==> config.mk <==
export PLATFORM = sky130hd
export DESIGN_NAME = alu_mc
export DESIGN_NICKNAME = d
export VERILOG_FILES = /design/src/rtl/alu_pkg.sv /design/src/rtl/alu_muldiv.sv /design/src/rtl/alu_mc.sv
export SDC_FILE = /design/constraint.sdc
export NUM_CORES = 1
export LEC_CHECK = 0
export ABC_AREA = 1
export CAP_MARGIN = 30
export CORE_AREA = 2 2 209 211
export DETAILED_ROUTE_END_ITERATION = 8
export DIE_AREA = 0 0 211 213
export GPL_TIMING_DRIVEN = 0
export MAX_ROUTING_LAYER = met4
export PLACE_DENSITY = 0.77
export SLEW_MARGIN = 20
export SYNTH_ARGS = -nofsm -noshare
export SYNTH_HDL_FRONTEND = slang
export SYNTH_SLANG_ARGS = --single-unit
export TNS_END_PERCENT = 100
==> constraint.sdc <==
create_clock -name clk -period 4.5 [get_ports clk]
set_input_delay 1.125 -clock clk [delete_from_list [all_inputs] [get_ports clk]]
set_output_delay 1.125 -clock clk [all_outputs]
set_load 0.01 [all_outputs]
==> src/rtl/alu_pkg.sv <==
// Shared definitions for the multi-cycle ALU.
// Contents:
//   - 4-bit opcode encodings for every operation the ALU understands
//   - FSM state enum used by the ALU controller
//   - mode select for the iterative multiply/divide engine
//   - fixed result returned for a divide by zero (truncated to W by the user)
package alu_pkg;

  localparam logic [3:0] OP_ADD  = 4'b0000;
  localparam logic [3:0] OP_SUB  = 4'b0001;
  localparam logic [3:0] OP_MULT = 4'b0010;
  localparam logic [3:0] OP_DIV  = 4'b0011;
  localparam logic [3:0] OP_OR   = 4'b0100;
  localparam logic [3:0] OP_AND  = 4'b0101;
  localparam logic [3:0] OP_SLT  = 4'b0110;
  localparam logic [3:0] OP_SLL  = 4'b0111;
  localparam logic [3:0] OP_ADDI = 4'b1000;
  localparam logic [3:0] OP_SLTI = 4'b1001;
  localparam logic [3:0] OP_ANDI = 4'b1010;
  localparam logic [3:0] OP_ORI  = 4'b1011;
  localparam logic [3:0] OP_SW   = 4'b1100;
  localparam logic [3:0] OP_LW   = 4'b1101;

  // All ones at the widest legal W; users take the low W bits.
  localparam logic [63:0] DIV_ZERO_RESULT = '1;

  typedef enum logic [1:0] {
    IDLE,
    BUSY,
    DONE
  } state_e;

  typedef enum logic {
    MD_MULT,
    MD_DIV
  } md_mode_e;

endpackage

==> src/rtl/alu_muldiv.sv <==
// Iterative multiply / divide engine.
// Ports:
//   clk, rst   - clock and synchronous active-high reset
//   start_i    - load operands and begin a W-step operation
//   mode_i     - MD_MULT (shift-add, low W bits) or MD_DIV (restoring, quotient)
//   opA_i      - multiplicand / dividend
//   opB_i      - multiplier / divisor (divisor must be non-zero)
//   done_o     - high during the cycle whose closing edge performs step W
//   result_o   - value valid alongside done_o (result after the final step)
module alu_muldiv
  import alu_pkg::*;
#(
  parameter int W = 32
) (
  input  logic         clk,
  input  logic         rst,
  input  logic         start_i,
  input  md_mode_e     mode_i,
  input  logic [W-1:0] opA_i,
  input  logic [W-1:0] opB_i,
  output logic         done_o,
  output logic [W-1:0] result_o
);

  localparam int CNT_W = $clog2(W) + 1;

  // opA_q: multiplicand (shifts left) or dividend/quotient shift register.
  // opB_q: multiplier (shifts right) or constant divisor.
  // acc_q: product accumulator or partial remainder.
  logic             busy_q;
  md_mode_e         mode_q;
  logic [CNT_W-1:0] cnt_q;
  logic [W-1:0]     opA_q, opA_d;
  logic [W-1:0]     opB_q, opB_d;
  logic [W-1:0]     acc_q, acc_d;

  logic [W:0]       divTrial;
  logic [W+1:0]     divDiff;
  logic             divNeg;

  // One step of either algorithm. The divide step shifts the next dividend
  // bit into the remainder, trial-subtracts the divisor and restores on a
  // borrow; the quotient bit enters at the bottom of opA_q as the dividend
  // bits leave at the top.
  always_comb begin
    divTrial = {acc_q, opA_q[W-1]};
    divDiff  = {1'b0, divTrial} - {2'b00, opB_q};
    divNeg   = divDiff[W+1];
    opA_d    = opA_q;
    opB_d    = opB_q;
    acc_d    = acc_q;
    if (mode_q == MD_MULT) begin
      opA_d = opA_q << 1;
      opB_d = opB_q >> 1;
      acc_d = opB_q[0] ? (acc_q + opA_q) : acc_q;
    end else begin
      opA_d = {opA_q[W-2:0], ~divNeg};
      acc_d = divNeg ? divTrial[W-1:0] : divDiff[W-1:0];
    end
  end

  // The result is taken from the step being performed so the controller can
  // capture it on the same edge that completes step W.
  assign result_o = (mode_q == MD_MULT) ? acc_d : opA_d;
  assign done_o   = busy_q && (cnt_q == CNT_W'(W - 1));

  // Load on start, otherwise advance one step per cycle while busy.
  always_ff @(posedge clk) begin
    if (rst) begin
      busy_q <= 1'b0;
      mode_q <= MD_MULT;
      cnt_q  <= '0;
      opA_q  <= '0;
      opB_q  <= '0;
      acc_q  <= '0;
    end else if (start_i) begin
      busy_q <= 1'b1;
      mode_q <= mode_i;
      cnt_q  <= '0;
      opA_q  <= opA_i;
      opB_q  <= opB_i;
      acc_q  <= '0;
    end else if (busy_q) begin
      opA_q <= opA_d;
      opB_q <= opB_d;
      acc_q <= acc_d;
      cnt_q <= cnt_q + CNT_W'(1);
      if (done_o) begin
        busy_q <= 1'b0;
      end
    end
  end

endmodule

==> src/rtl/alu_mc.sv <==
// Multi-cycle ALU with valid/ready handshakes on both sides.
// Single-cycle ops complete one cycle after acceptance; MULT and DIV run on
// the iterative engine and complete W+1 cycles after acceptance.
// Ports:
//   clk, rst             - clock and synchronous active-high reset
//   in_valid / in_ready  - request handshake (ready only when idle)
//   Op1, Op2             - operands; Op2 low log2(W) bits are the SLL amount
//   Imm                  - immediate (sign- or zero-extended per opcode)
//   S_Op                 - opcode
//   out_valid/out_ready  - result handshake
//   R_Op, ZF, DZ         - registered result, zero flag, divide-by-zero flag
module alu_mc
  import alu_pkg::*;
#(
  parameter int W     = 32,
  parameter int IMM_W = 16
) (
  input  logic             clk,
  input  logic             rst,
  input  logic             in_valid,
  output logic             in_ready,
  input  logic [W-1:0]     Op1,
  input  logic [W-1:0]     Op2,
  input  logic [IMM_W-1:0] Imm,
  input  logic [3:0]       S_Op,
  output logic             out_valid,
  input  logic             out_ready,
  output logic [W-1:0]     R_Op,
  output logic             ZF,
  output logic             DZ
);

  localparam int SH_W = $clog2(W);

  state_e       state_q, state_d;
  logic [W-1:0] result_q, result_d;
  logic         zf_q, zf_d;
  logic         dz_q, dz_d;

  logic [W-1:0] immSext;
  logic [W-1:0] immZext;
  logic [W-1:0] aluResult;
  logic         mdStart;
  md_mode_e     mdMode;
  logic         mdDone;
  logic [W-1:0] mdResult;

  // Single-cycle datapath, evaluated on the live inputs; it is only used on
  // the accepting edge, which is where the operands are captured anyway.
  always_comb begin
    immSext   = W'(signed'(Imm));
    immZext   = W'(Imm);
    aluResult = '0;
    case (S_Op)
      OP_ADD:  aluResult = Op1 + Op2;
      OP_SUB:  aluResult = Op1 - Op2;
      OP_OR:   aluResult = Op1 | Op2;
      OP_AND:  aluResult = Op1 & Op2;
      OP_SLT:  aluResult = W'(Op1 < Op2);
      OP_SLL:  aluResult = Op1 << Op2[SH_W-1:0];
      OP_ADDI: aluResult = Op1 + immSext;
      OP_SLTI: aluResult = W'(Op1 < immSext);
      OP_ANDI: aluResult = Op1 & immZext;
      OP_ORI:  aluResult = Op1 | immZext;
      OP_SW:   aluResult = Op1 + immSext;
      OP_LW:   aluResult = Op1 + immSext;
      default: aluResult = '0;
    endcase
  end

  alu_muldiv #(
    .W(W)
  ) u_muldiv (
    .clk      (clk),
    .rst      (rst),
    .start_i  (mdStart),
    .mode_i   (mdMode),
    .opA_i    (Op1),
    .opB_i    (Op2),
    .done_o   (mdDone),
    .result_o (mdResult)
  );

  // Controller next state and result registers. Flags are computed here from
  // the value being loaded so they stay registered alongside R_Op. A divide
  // by zero is resolved immediately without starting the engine.
  always_comb begin
    state_d  = state_q;
    result_d = result_q;
    zf_d     = zf_q;
    dz_d     = dz_q;
    mdStart  = 1'b0;
    mdMode   = MD_MULT;
    case (state_q)
      IDLE: begin
        if (in_valid) begin
          if (S_Op == OP_MULT) begin
            mdStart = 1'b1;
            mdMode  = MD_MULT;
            state_d = BUSY;
          end else if (S_Op == OP_DIV && Op2 == '0) begin
            result_d = DIV_ZERO_RESULT[W-1:0];
            zf_d     = 1'b0;
            dz_d     = 1'b1;
            state_d  = DONE;
          end else if (S_Op == OP_DIV) begin
            mdStart = 1'b1;
            mdMode  = MD_DIV;
            state_d = BUSY;
          end else begin
            result_d = aluResult;
            zf_d     = (aluResult == '0);
            dz_d     = 1'b0;
            state_d  = DONE;
          end
        end
      end
      BUSY: begin
        if (mdDone) begin
          result_d = mdResult;
          zf_d     = (mdResult == '0);
          dz_d     = 1'b0;
          state_d  = DONE;
        end
      end
      DONE: begin
        if (out_ready) begin
          state_d = IDLE;
        end
      end
      default: state_d = IDLE;
    endcase
  end

  // State and result registers; reset wins over any handshake.
  always_ff @(posedge clk) begin
    if (rst) begin
      state_q  <= IDLE;
      result_q <= '0;
      zf_q     <= 1'b1;
      dz_q     <= 1'b0;
    end else begin
      state_q  <= state_d;
      result_q <= result_d;
      zf_q     <= zf_d;
      dz_q     <= dz_d;
    end
  end

  assign in_ready  = (state_q == IDLE);
  assign out_valid = (state_q == DONE);
  assign R_Op      = result_q;
  assign ZF        = zf_q;
  assign DZ        = dz_q;

endmodule

Word-level counts from Yosys, hierarchy flattened:

Cells that the tools add are included.

* add/subtract/negate cells: 6
* magnitude comparators: 2
* equal/unequal tests: 22
* shift-type cells: 1
* mux-type cells: 47
* bitwise gates (word level): 5
* reductions and logical operators: 14

Operators by type and width (count)
* 2-to-1 mux 32 bit: 14
* case mux 32 bit (10 select lines): 1
* adder 32 bit: 3
* zero test 32 bit: 3
* less-than comparator 32 bit: 2
* case mux 32 bit (2 select lines): 1
* subtractor 33 x 32 -> 34 bit: 1
* bitwise AND 32 x 16 -> 32 bit: 1
* bitwise AND 32 bit: 1
* OR 32 x 16 -> 32 bit: 1
* OR 32 bit: 1
* << shifter 32 x 5 -> 32 bit: 1
* subtractor 32 bit: 1
* == test 4 bit (second input constant): 6
* 2-to-1 mux 1 bit: 22
* == test 4 x 3 -> 1 bit (second input constant): 4
* 2-to-1 mux 2 bit: 6
* == test 4 x 2 -> 1 bit (second input constant): 2
* inequality test 2 bit (second input constant): 4
* adder 6 x 1 -> 6 bit (second input constant): 1
* == test 6 x 5 -> 1 bit (second input constant): 1
* case mux 2 bit (3 select lines): 1
* AND reduction 5 bit: 1
* == test 4 x 1 -> 1 bit (second input constant): 1
* 14 further kinds: 17

* flip-flop bits (word level): 140
* bits of input ports: 88
* output and inout port bits: 36
* word-level logic and storage cells: 107

Logic depth before layout (Yosys ltp):

* word-level depth: 9
* gate-level depth with buffers: 27
* depth with buffers taken out: 25

Modules after synthesis:

From an unflattened synthesis, not the netlist that was laid out.

* cell total of the unflattened synthesis: 4066
* area, all modules: 22474.1 um^2

By module, submodules not included
* alu_mc: instances 1, cells an instance 2172, area each 11875.1 um^2, seq. area each 720.7 um^2
* alu_muldiv: instances 1, cells an instance 1894, area each 10598.9 um^2, seq. area each 2082.0 um^2

Worst setup path before layout:

Ideal clock, no wire load.

* kind: input port to flip-flop
* start point: input port S_Op[0]
* end point: register zf_q, in the netlist ZF
* setup time: 0.059 ns
* arrival: 3.891 ns
* data required time: 4.441 ns
* setup slack: 0.550 ns
* stages on the path: 24
* buffers on the path: 2
* cells stage by stage: inv_1 o211ai_1 inv_1 clkbuf_1 clkbuf_1 o21ai_0 ha_1 fa_1 nand3_1 nand2_1 nand2_1 nand2_1 nand2_1 nand2_1 nand3_1 nand3_1 or2_0 nand2_1 nand3_1 nor2_1 nand3_1 nand2_1 nand2_1 nand2_1

* cells in the longest elaborated chain, start to end: 9
* elaborated cells on any way between the ends: 26
* those cells by class: eq/ne: 15; mux: 6; reduce/logical: 5

RTL lines
* start, declared: RTL line alu_mc.sv:25 `input logic [3:0] S_Op,`
* == test 4 bit: RTL line alu_mc.sv:54 `case (S_Op)`
* OR reduction 3 bit (no line)
* case mux 32 bit (10 select lines): RTL line alu_mc.sv:54
* zero test 32 bit: RTL line alu_mc.sv:112 `zf_d = (aluResult == '0);`
* 2-to-1 mux 1 bit: RTL line alu_mc.sv:106 `end else if (S_Op == OP_DIV) begin`
* 2-to-1 mux 1 bit: RTL line alu_mc.sv:101 `end else if (S_Op == OP_DIV && Op2 == '0) begin`
* 2-to-1 mux 1 bit: RTL line alu_mc.sv:97 `if (S_Op == OP_MULT) begin`
* 2-to-1 mux 1 bit: RTL line alu_mc.sv:96 `if (in_valid) begin`
* case mux 1 bit (2 select lines): RTL line alu_mc.sv:94 `case (state_q)`
* end signal, assigned: RTL line alu_mc.sv:145 `zf_q <= zf_d;`
* end, declared: RTL line alu_mc.sv:37 `logic zf_q, zf_d;`

Several ways; a longest one is shown, not always the timed one. The select of a mux whose other input is x is not followed.
A chain may end at the register's enable or synchronous reset.

Final worst setup path:

Ends and elaborated chain as after synthesis.

==> qor.txt <==
most frequent CP cell = nand2_1
post-synth top area cell = nand2_1
commonest non-fill, non-tap cell in the layout = nand2_1
worst slew margin relative to its limit = 43.1%
detailed-route wire length per cell = 21.8 µm
post-route ant nets = 0
Netlist cell types = 50
dpl cell area = 22900 µm²
status = completed
pre-CTS setup slack = -1.92 ns
Placer Congestion = 1.06
Clock Sinks = 140
GRT Util Overall = 43.7%
CP peak stage delay = 0.27 ns
Initial Util = 49.2%
Post-Route Setup TNS = 0 ns
number of synthesized flops with an enable pin = 0
WL final = 96.8 mm
fmax = 224 MHz
setup violators final = 0
DR pass1 iterations = 8
initial antenna violation count = 1
most frequent cells in the layout = nand2_1 (1053), inv_1 (463), nor2_1 (372), nand3_1 (357), ha_1 (252)
mux contribution to synthesized area = 0%
Synth top area share = 19.4%
Crit Path Max Fanout = 5
Seq/Total Area, Yosys = 13.3%
critical path class = input pin to flop
slowest cell on the critical path = nor2_1
die area = 44900 µm²
Post-Synth Adder-Cell Area = 15.9%
CORE AREA = 42700 µm²
FF+latch count, synth = 140
asr flop ratio synth = 0%
Synth Cell Area = 21000 µm²
CP Data Required Time = 4.89 ns
vias = 26200
Worst Hold Class = flop to flop
synthesized-area fraction occupied by and/or/nand/nor cells = 39.5%
Crit. End Element = flop
Clock Path Buffers = 2
Congestion Overflow GR = 0
nets@finish = 4243
Post-Route Utilization = 56.6%
area fraction in compound gates after synthesis = 18.8%
Max-cap violations = 0
Tcrit/Tclk final = 99.1%
Ys Warns = 0
clock-pin slew on the worst setup and hold paths = 0.06 ns
max-slew violations = 0
leak pwr = 11.9 nW
critical path arrival = 4.85 ns
PD cells = 242 nW/µm²
Max VDD drop = 0.233 mV
I/O Pins = 124
synthesized net count = 4085
Syn Area/Cell = 5.63 µm²
Finished Cell Area = 24200 µm²
number of buffers created by CTS = 17
post-DP HPWL = 81.3 mm
layout cells sized above 1 = 6.89%
final worst slack = 0.0386 ns
number of cell rows = 76
Die H = 213 µm
vias in the first global route = 24800
XOR/XNOR share of the synthesized area = 0.958%
port bufs = 122
first-pass GRT wire length = 143 mm
Worst-Skew Late Latency = 0.45 ns
cts hold-fix bufs = 0
largest family of logic cells by synthesized area = simple AND/OR/NAND/NOR gates
Layout Area Growth over Synthesis = 14.9%
startpoint types = input pin
die extent in x = 211 µm
Gate Count Post-Synth = 3733
Hold Vio Cnt, Final = 0
Main synth FF type = dfxtp_1
post-route minimum period = 4.46 ns
routed vias/inst = 5.89
CTS H-tree depth = 4
Worst Max-Slew Pin Slew = 0.845 ns
largest net degree at the start of global routing = 20
Remaining DRCs = 0
1st-iter DRT viols = 2572
root buf cell = clkbuf_16
Clock Skew = 0.00895 ns
TritonCTS clock tree = yes
top cells by area, synth = nand2_1 (19%), ha_1 (15%), dfxtp_1 (13%), nand3_1 (8.8%), inv_1 (8.4%)
[final cells by class]
type	count	area (µm²)
diodes	1	2.50
plain buffers	125	641
clock buffers	19	443
clock inverters	13	140
fillers	4609	18500
inverters	487	1840
multi-input cells	2977	16200
flip-flops and latches	140	2800
well taps	546	683
repair buffers	143	1400
[synth_stat cells (5+ instances only)]
library cell / n
nand2_1: 1085
nor4_1: 10
nand3_1: 371
a211oi_1: 5
xor2_1: 10
a21oi_1: 247
ha_1: 260
o21ai_1: 51
o211ai_1: 31
a22o_1: 5
nand4_1: 40
o21bai_1: 21
dfxtp_1: 140
o221ai_1: 7
a21o_1: 7
nand3b_1: 19
buf_4: 6
nor2_4: 5
o22ai_1: 20
nor3_1: 38
clkbuf_1: 55
inv_2: 18
xnor2_1: 13
buf_2: 55
inv_1: 468
nor2_1: 398
a221oi_1: 19
a21boi_0: 6
or2_2: 8
a31oi_1: 80
o21ai_0: 188
and2_1: 7
buf_1: 9
[worst max-delay path, delay by kind of cell]
kind / cells / cell delay (ns)
AO/OA/AOI/OAI: 2 / 0.35
buffers and inverters: 6 / 1.10
adder cells (fa/ha/maj): 1 / 0.25
AND/OR/NAND/NOR: 18 / 1.99
[layer usage]
metal	track usage [%]	up-vias	share of wire (%)
met3	4.43	382	7.6
met2	73.1	1340	46
met1	49.2	11900	38
met5	-	-	0
li1	-	12600	-
met4	30.9	0	8.1
[worst paths after layout]
path | endpoint | from | depth (start not counted) | slack (ns)
setup / recovery | ZF$_SDFFE_PP1P_ | S_Op[0] | 27 | 0.04
hold / removal | R_Op[30]$_SDFFE_PP0P_ | R_Op[30]$_SDFFE_PP0P_ | 2 | 0.47
setup reg to reg | ZF$_SDFFE_PP1P_ | u_muldiv.acc_q[0]$_SDFFE_PP0P_ | 20 | 0.92
hold reg to reg | R_Op[30]$_SDFFE_PP0P_ | R_Op[30]$_SDFFE_PP0P_ | 2 | 0.47
[report_power, final]
group / leakage [nW] / internal, W / switching [W]
Clock: 0.287 / 0.000832 / 0.000596
Combinational: 10.4 / 0.000964 / 0.00205
Sequential: 1.14 / 0.00132 / 0.0000811
[registers in the layout, indices dropped and copies added (netlist names), 2 cells and up]
register        cells
u_muldiv.cnt_q      6
R_Op               32
u_muldiv.opA_q     32
u_muldiv.acc_q     32
u_muldiv.opB_q     32
state_q             2
[stage by stage]
| step | cells | total power [W] | hold WS (ns) |
|---|---|---|---|
| after floorplan | 3733 | 0.00320 | 0.452 |
| after global placement | 4401 | 0.00421 | 0.456 |
| after detailed placement | 4401 | 0.00421 | 0.459 |
| after CTS | 4436 | 0.00563 | 0.468 |
| after global routing | 4451 | 0.00613 | 0.490 |
| final | 4451 | 0.00584 | 0.466 |
[timing repair]
action | 4_1_cts | 5_1_grt
hold endpoints to repair | 0 | 0
resized for setup | 56 | 106
gates cloned | 0 | 1
pin swaps | 3 | 25
setup endpoints to repair | 32 | 11
buffers inserted | 6 | 14
[cell families (layout without fill, tap and decap cells)]
family	Yosys count	count (layout)
and+or+nand+nor	1992	1992
AOI/OAI and AO/OA	698	698
buffers and inverters	616	787
adders and majority gates	264	264
DFF	140	140
xor gates and xnor gates	23	23
other	0	1
(Power assumes the default switching activity.)
